File: config.mk
export PLATFORM = sky130hd
export DESIGN_NAME = acc_register
export DESIGN_NICKNAME = d
export VERILOG_FILES = /design/src/rtl/acc_register_pkg.sv /design/src/rtl/acc_register_flags.sv /design/src/rtl/acc_register.sv
export SDC_FILE = /design/constraint.sdc
export NUM_CORES = 1
export LEC_CHECK = 0
export CORE_MARGIN = 4
export CORE_UTILIZATION = 35
export DETAILED_ROUTE_END_ITERATION = 8
export MAX_ROUTING_LAYER = met4
export PLACE_DENSITY = 0.76
export SYNTH_ARGS = -nofsm -noshare
export SYNTH_HDL_FRONTEND = slang
export SYNTH_HIERARCHICAL = 1
export SYNTH_SLANG_ARGS = --single-unit
File: constraint.sdc
create_clock -name clock -period 1.15 [get_ports clock]
set_input_delay 0.2875 -clock clock [delete_from_list [all_inputs] [get_ports clock]]
set_output_delay 0.2875 -clock clock [all_outputs]
set_load 0.05 [all_outputs]
File: src/rtl/acc_register_pkg.sv
// acc_register_pkg: shared defaults and word type for the accumulator register
package acc_register_pkg;
    localparam int DEFAULT_DATA_WIDTH = 11;
    localparam logic [DEFAULT_DATA_WIDTH-1:0] DEFAULT_RESET_VALUE = '0;
    typedef logic [DEFAULT_DATA_WIDTH-1:0] data_word_t;
endpackage

File: src/rtl/acc_register_flags.sv
// acc_register_flags: combinational status flags of a stored data word
// Ports: i_word (DATA_WIDTH) in; o_zero, o_neg out; o_parity out only with ACC_REGISTER_PARITY_EN
module acc_register_flags
    import acc_register_pkg::*;
#(
    parameter int DATA_WIDTH = DEFAULT_DATA_WIDTH
) (
    input  logic [DATA_WIDTH-1:0] i_word,
`ifdef ACC_REGISTER_PARITY_EN
    output logic                  o_parity,
`endif
    output logic                  o_zero,
    output logic                  o_neg
);
    assign o_zero = (i_word == '0);
    assign o_neg  = i_word[DATA_WIDTH-1];
`ifdef ACC_REGISTER_PARITY_EN
    assign o_parity = ^i_word;
`endif
endmodule

File: src/rtl/acc_register.sv
// acc_register: write-enabled data register with ack pulse and status flags
// Ports: clock, reg_reset (sync, active-low), reg_in, reg_wr in;
//        reg_out, reg_zero, reg_neg, reg_wr_ack out.
// ACC_REGISTER_PARITY_EN adds reg_parity_in in; reg_parity, reg_parity_err out.
module acc_register
    import acc_register_pkg::*;
#(
    parameter int                  DATA_WIDTH  = DEFAULT_DATA_WIDTH,
    parameter logic [DATA_WIDTH-1:0] RESET_VALUE = DATA_WIDTH'(DEFAULT_RESET_VALUE)
) (
    input  logic                  clock,
    input  logic                  reg_reset,
    input  logic [DATA_WIDTH-1:0] reg_in,
    input  logic                  reg_wr,
`ifdef ACC_REGISTER_PARITY_EN
    input  logic                  reg_parity_in,
    output logic                  reg_parity,
    output logic                  reg_parity_err,
`endif
    output logic [DATA_WIDTH-1:0] reg_out,
    output logic                  reg_zero,
    output logic                  reg_neg,
    output logic                  reg_wr_ack
);
    logic [DATA_WIDTH-1:0] r_data;
    logic                  r_ack;
    // Reset wins over a write on the same edge.
    always_ff @(posedge clock) begin
        if (!reg_reset) begin
            r_data <= RESET_VALUE;
            r_ack  <= 1'b0;
        end else begin
            r_data <= reg_wr ? reg_in : r_data;
            r_ack  <= reg_wr;
        end
    end
`ifdef ACC_REGISTER_PARITY_EN
    logic r_perr;
    // Error reflects only the most recent accepted write; holds otherwise.
    always_ff @(posedge clock) begin
        if (!reg_reset)
            r_perr <= 1'b0;
        else if (reg_wr)
            r_perr <= (^reg_in) != reg_parity_in;
    end
    assign reg_parity_err = r_perr;
`endif
    assign reg_out    = r_data;
    assign reg_wr_ack = r_ack;
    acc_register_flags #(.DATA_WIDTH(DATA_WIDTH)) u_flags (
        .i_word   (r_data),
`ifdef ACC_REGISTER_PARITY_EN
        .o_parity (reg_parity),
`endif
        .o_zero   (reg_zero),
        .o_neg    (reg_neg)
    );
endmodule

==> run_summary.xml, run 1 <==
<?xml version="1.0" encoding="UTF-8"?>
<metrics>
  <group name="floorplan">
    <metric name="placementRows" unit="">12</metric>
    <metric name="fp.dieW" unit="um">44.8</metric>
    <metric name="floorplan.io_pins" unit="">28</metric>
    <metric name="die_h" unit="um">44.8</metric>
    <metric name="floorplan.initialDensity" unit="">0.399</metric>
  </group>
  <group name="synthesis">
    <metric name="synthAdderAreaFrac" unit="">0</metric>
    <metric name="yosys_register_bits" unit="">12</metric>
    <metric name="synth_compound_area_frac" unit="">0</metric>
    <metric name="ys_seq_area_frac" unit="">0.508</metric>
    <metric name="yosys.area_share.simple" unit="">0.212</metric>
    <metric name="synth.yosys.warnings" unit="">6</metric>
    <metric name="synth_cell_types" unit="">10</metric>
    <metric name="synth_cells" unit="">42</metric>
    <metric name="synthXorXnorAreaFrac" unit="">0</metric>
    <metric name="synthesis.area" unit="um^2">473</metric>
    <metric name="syn_nets" unit="">56</metric>
    <metric name="postSynthAreaPerCell" unit="um^2">11.3</metric>
    <metric name="yosys-mux-area-fraction" unit="">0.233</metric>
    <metric name="largest_family_of_logic_cells_by_synthesized_area" unit="">multiplexers</metric>
  </group>
  <group name="status">
    <metric name="run_status" unit="">stopped before the end</metric>
    <metric name="flow.stopped_at" unit="">5_1_grt</metric>
    <metric name="error_message" unit="">[ERROR DPL-0033] detailed placement checks failed during check placement.</metric>
  </group>
  <group name="placement">
    <metric name="dp_hpwl" unit="um">1090</metric>
    <metric name="port_buf_inserts" unit="">27</metric>
    <metric name="post-place-ws" unit="ns">-0.214</metric>
    <metric name="finalWeightedCongestion" unit="">0.707</metric>
  </group>
  <group name="clock_network">
    <metric name="clock_sinks" unit="">12</metric>
    <metric name="clock_tree.htree_level_count" unit="">1</metric>
    <metric name="count_of_hold_buffers_inserted_by_post_cts_repair" unit="">0</metric>
    <metric name="cts_made_buffers" unit="">3</metric>
    <metric name="cts_max_path_buffers" unit="">2</metric>
    <metric name="clk_root_buffer_cell" unit="">sky130_fd_sc_hd__clkbuf_4</metric>
  </group>
  <group name="timing">
    <metric name="worst-endpoint-pin-kind" unit="">top-level output</metric>
    <metric name="grt_worst_setup_endpoint" unit="">reg_zero</metric>
  </group>
  <group name="grt">
    <metric name="maximum_number_of_pins_on_one_net_before_global_route_repair" unit="">8</metric>
    <metric name="number_of_antenna_violations_at_the_first_check_in_global_routing" unit="">0</metric>
  </group>
</metrics>
[cells in the mapped netlist (all sizes together)]
library cell / count / area share
and3: 1 / 0.013
dfxtp: 12 / 0.51
clkbuf: 1 / 0.0079
nor4: 2 / 0.026
buf: 2 / 0.040
nor2b: 11 / 0.15
and2: 1 / 0.016
mux2i: 11 / 0.23
nor3: 1 / 0.011
[logic make-up after synthesis]
kind of cell | Yosys count
buffers and inverters | 3
AND/OR/NAND/NOR | 16
flip-flops | 12
multiplexers | 11
[repair_timing]
item,in CTS
gates resized for setup,14
endpoints found under the setup margin,13
buffers inserted,2
pin swaps,1
[through the flow]
stage	setup TNS (ns)	area (um^2)	hold WS, ns	utilization	instances
after floorplan	-0.108	500	0.416	-	42
after global placement	-1.78	1020	0.608	0.859	95
after detailed placement	-2.21	1020	0.626	0.859	95
after CTS	-0.561	1100	0.630	0.931	99
==> inputs of run 2 (changes only) <==
--- a/config.mk
+++ b/config.mk
@@ -5,11 +5,10 @@
 export SDC_FILE = /design/constraint.sdc
 export NUM_CORES = 1
 export LEC_CHECK = 0
-export CORE_MARGIN = 4
-export CORE_UTILIZATION = 35
+export CORE_AREA = 4 4 65 67
 export DETAILED_ROUTE_END_ITERATION = 8
-export MAX_ROUTING_LAYER = met4
-export PLACE_DENSITY = 0.76
+export DIE_AREA = 0 0 69 71
+export PLACE_DENSITY_LB_ADDON = 0.15
 export SYNTH_ARGS = -nofsm -noshare
 export SYNTH_HDL_FRONTEND = slang
 export SYNTH_HIERARCHICAL = 1
==> run 2 against run 1 <==
Against the previous run:
- the flow now finishes, with violations (setup timing)
- area after synthesis unchanged
- synthesized cell count unchanged
==> run_summary.xml, run 2 <==
<?xml version="1.0" encoding="UTF-8"?>
<metrics>
  <group name="status">
    <metric name="run_status" unit="">finished, violations left</metric>
    <metric name="failed_checks" unit="">setup timing</metric>
  </group>
  <group name="route">
    <metric name="routed_wl" unit="um">1460</metric>
    <metric name="detail_route.first_pass.iterations" unit="">2</metric>
    <metric name="dr_total_vias" unit="">437</metric>
    <metric name="drc_errors" unit="">0</metric>
    <metric name="drt_iter0_markers" unit="">8</metric>
    <metric name="routed_via_density" unit="">3.34</metric>
    <metric name="drtAntennaViolNets" unit="">0</metric>
    <metric name="post_drt_wl_per_cell" unit="um">11.1</metric>
  </group>
  <group name="clock_network">
    <metric name="worst_setup_hold_path_clk_slew" unit="ns">0.05</metric>
    <metric name="clkLatencyLatePin" unit="ns">0.23</metric>
    <metric name="cts_made_buffers" unit="">3</metric>
    <metric name="tritoncts" unit="">yes</metric>
    <metric name="cts_max_path_buffers" unit="">2</metric>
    <metric name="clock_sinks" unit="">12</metric>
    <metric name="clk_root_buffer_cell" unit="">sky130_fd_sc_hd__clkbuf_8</metric>
    <metric name="clock_tree.htree_level_count" unit="">1</metric>
    <metric name="post_cts_buffers" unit="">0</metric>
  </group>
  <group name="setup_path">
    <metric name="path_class" unit="">flop to primary output</metric>
    <metric name="cp.arrival" unit="ns">1.18</metric>
    <metric name="worst_setup_ep_type" unit="">primary output</metric>
    <metric name="path_depth" unit="">3</metric>
    <metric name="critical_path.startpoint_type" unit="">flop</metric>
    <metric name="rrSetupSlack" unit="ns">0.38</metric>
    <metric name="timing.critical_path.required" unit="ns">0.86</metric>
    <metric name="worst-r2r-cell-count" unit="">3</metric>
    <metric name="slowest_stage" unit="">sky130_fd_sc_hd__dfxtp_2</metric>
    <metric name="critical_path.n_buffers_inverters" unit="">1</metric>
    <metric name="critical_path.max_fanout" unit="">2</metric>
    <metric name="critical_path.reg2reg.endpoint" unit="">reg_out[5]</metric>
    <metric name="crit_path_cell_trace" unit="">nor4_4 &gt; and3_4 &gt; buf_12</metric>
    <metric name="critical_path.top_delay_family" unit="">simple AND/OR/NAND/NOR gates</metric>
    <metric name="crit_path_max_incr_delay" unit="ns">0.33</metric>
    <metric name="rr_startpoint" unit="">reg_out[5]</metric>
  </group>
  <group name="timing">
    <metric name="worst_slew_margin_rel" unit="">0.853</metric>
    <metric name="count_of_endpoints_failing_setup_in_the_final_report" unit="">1</metric>
    <metric name="worst_clock_skew" unit="ns">0</metric>
    <metric name="final.period_utilization" unit="">1.28</metric>
    <metric name="fmax" unit="GHz">0.680</metric>
    <metric name="setup_ws" unit="ns">-0.321</metric>
    <metric name="grt_setup_unrepaired" unit="">yes</metric>
    <metric name="final_hold_viol_count" unit="">0</metric>
    <metric name="tightest_slew" unit="ns">0.220</metric>
    <metric name="maxSlewViolCount" unit="">0</metric>
    <metric name="fin_crit" unit="ns">1.47</metric>
  </group>
  <group name="pwr">
    <metric name="ir_drop" unit="mV">0.291</metric>
    <metric name="p_leak" unit="nW">0.499</metric>
    <metric name="power-per-cell-area" unit="nW/um^2">1070</metric>
  </group>
  <group name="floorplan">
    <metric name="die_h" unit="um">71</metric>
    <metric name="dieArea" unit="um^2">4900</metric>
    <metric name="floorplan.io_pins" unit="">28</metric>
    <metric name="fp.dieW" unit="um">69</metric>
    <metric name="core-area" unit="um^2">3630</metric>
    <metric name="placementRows" unit="">22</metric>
    <metric name="floorplan.initialDensity" unit="">0.130</metric>
  </group>
  <group name="synthesis">
    <metric name="yosys_register_bits" unit="">12</metric>
    <metric name="ys_seq_area_frac" unit="">0.508</metric>
    <metric name="post_synth_top_area_share" unit="">0.508</metric>
    <metric name="synth_cells" unit="">42</metric>
    <metric name="synth_cell_types" unit="">10</metric>
    <metric name="synthesis.area" unit="um^2">473</metric>
    <metric name="yosys.area.top_type" unit="">sky130_fd_sc_hd__dfxtp_1</metric>
    <metric name="synth-main-ff-cell" unit="">sky130_fd_sc_hd__dfxtp_1</metric>
    <metric name="postSynthAreaPerCell" unit="um^2">11.3</metric>
    <metric name="yosysMostFrequentCell" unit="">sky130_fd_sc_hd__dfxtp_1</metric>
    <metric name="cells_taking_the_most_area_after_synthesis" unit="">sky130_fd_sc_hd__dfxtp_1, sky130_fd_sc_hd__mux2i_1, sky130_fd_sc_hd__nor2b_1, sky130_fd_sc_hd__nor4_1, sky130_fd_sc_hd__buf_6</metric>
    <metric name="synth.yosys.warnings" unit="">6</metric>
    <metric name="post_synth_edffs" unit="">0</metric>
    <metric name="synth_top_cells_by_count" unit="">sky130_fd_sc_hd__dfxtp_1, sky130_fd_sc_hd__mux2i_1, sky130_fd_sc_hd__nor2b_1</metric>
    <metric name="syn_nets" unit="">56</metric>
    <metric name="synth_async_sr_flop_share" unit="">0</metric>
  </group>
  <group name="grt">
    <metric name="vias_in_the_first_global_route" unit="">502</metric>
    <metric name="global_route.usage.total" unit="">0.0619</metric>
    <metric name="grt_pass1_wl" unit="um">2430</metric>
    <metric name="grt-ovfl-total" unit="">0</metric>
    <metric name="number_of_antenna_violations_at_the_first_check_in_global_routing" unit="">0</metric>
    <metric name="maximum_number_of_pins_on_one_net_before_global_route_repair" unit="">13</metric>
  </group>
  <group name="final_layout">
    <metric name="final.fill_count" unit="">383</metric>
    <metric name="finish.utilization" unit="">0.325</metric>
    <metric name="largest_register_ffs" unit="">11</metric>
    <metric name="final_nets" unit="">99</metric>
    <metric name="most_common_cell_after_layout_fill_and_taps_aside" unit="">sky130_fd_sc_hd__buf_12</metric>
    <metric name="area_growth_syn_to_layout" unit="%">150</metric>
    <metric name="most_frequent_cells_in_the_layout" unit="">sky130_fd_sc_hd__buf_12, sky130_fd_sc_hd__clkdlybuf4s50_1, sky130_fd_sc_hd__mux2i_1, sky130_fd_sc_hd__nor2b_1</metric>
    <metric name="antenna_cells_inserted" unit="">0</metric>
    <metric name="final_layout_size_suffix_gt1_frac" unit="">0.542</metric>
    <metric name="final_cells" unit="">131</metric>
  </group>
  <group name="placement">
    <metric name="port_buf_inserts" unit="">27</metric>
    <metric name="finalWeightedCongestion" unit="">0.650</metric>
    <metric name="dp_cells" unit="">127</metric>
  </group>
  <group name="min_path">
    <metric name="min-delay-path-class" unit="">primary input to flop</metric>
    <metric name="whs_endpoint" unit="">reg_wr_ack</metric>
    <metric name="hold_start" unit="">reg_wr</metric>
    <metric name="hold_path_cell_cnt" unit="">3</metric>
  </group>
  <group name="flow_run">
    <metric name="cap_violations" unit="">0</metric>
  </group>
</metrics>
[run 2: per-layer routing]
metal,track usage,vias to the layer above,part of all wire
met5,0,-,0
li1,-,223,-
met1,0.0717,196,0.44
met3,0.0256,2,0.062
met4,0.0456,0,0.019
met2,0.0911,16,0.47
[run 2: final cells by class]
cell class                 instances  area (um^2)  area share
multi-input combinational         27          245       0.207
sequential                        12          265       0.224
timing repair buffer              41          571       0.483
clock buffer                       3         41.3      0.0349
tap                               48         60.1      0.0508
[run 2: timing repair]
item | CTS | global route
pin swaps | 3 | 1
hold buffers | 0 | 0
cloned | 0 | 1
resized for setup | 5 | 7
setup endpoints to repair | 1 | 6
[run 2: worst max path at each step]
stage	start	endpoint	slack [ns]
2_1_floorplan	reg_out[2]	reg_zero	-0.11
3_3_place_gp	reg_wr	reg_out[9]	-0.19
3_5_place_dp	reg_wr	reg_out[5]	-0.22
4_1_cts	reg_out[4]	reg_zero	-0.34
5_1_grt	reg_out[1]	reg_zero	-0.37
6_report	reg_out[4]	reg_zero	-0.32
[run 2: power breakdown]
part	internal (mW)	switching, mW
clock	0.229	0.138
sequential	0.440	0.0238
combinational	0.249	0.187
total	0.918	0.349
[run 2: stage by stage]
stage          setup slack (ns)  setup TNS [ns]  hold WS, ns  cell area, um^2  power, mW
4_1_cts                  -0.342          -0.342        0.634             1130       1.27
3_3_place_gp             -0.188           -2.09        0.616             1060      0.877
5_1_grt                  -0.369          -0.409        0.626             1180       1.34
2_1_floorplan            -0.108          -0.108        0.416              500      0.639
3_5_place_dp             -0.220           -2.27        0.618             1060      0.876
6_report                 -0.321          -0.321        0.606             1180       1.27
[run 2: worst reg2reg max path: stages, from the launching register on]
cell and delay, ns:
sky130_fd_sc_hd__dfxtp_2 0.34, sky130_fd_sc_hd__buf_6 0.12, sky130_fd_sc_hd__mux2i_1 0.15, sky130_fd_sc_hd__nor2b_1 0.06
[run 2: kinds of logic (layout without fill, tap and decap cells)]
kind of cell  count (synthesis)  count (layout)  synth area share
buf+inv                       3              44            0.0476
flops                        12              12             0.508
mux                          11              11             0.233
simple gates                 16              16             0.212
No activity file was read; power rests on OpenSTA's default activity.
==> inputs of run 3 (changes only) <==
--- a/config.mk
+++ b/config.mk
@@ -8,6 +8,7 @@
 export CORE_AREA = 4 4 65 67
 export DETAILED_ROUTE_END_ITERATION = 8
 export DIE_AREA = 0 0 69 71
+export HOLD_SLACK_MARGIN = 0.12
 export PLACE_DENSITY_LB_ADDON = 0.15
 export SYNTH_ARGS = -nofsm -noshare
 export SYNTH_HDL_FRONTEND = slang
==> results of run 3 <==
No change in the layout: final DEF, timing and power equal those of run 2.
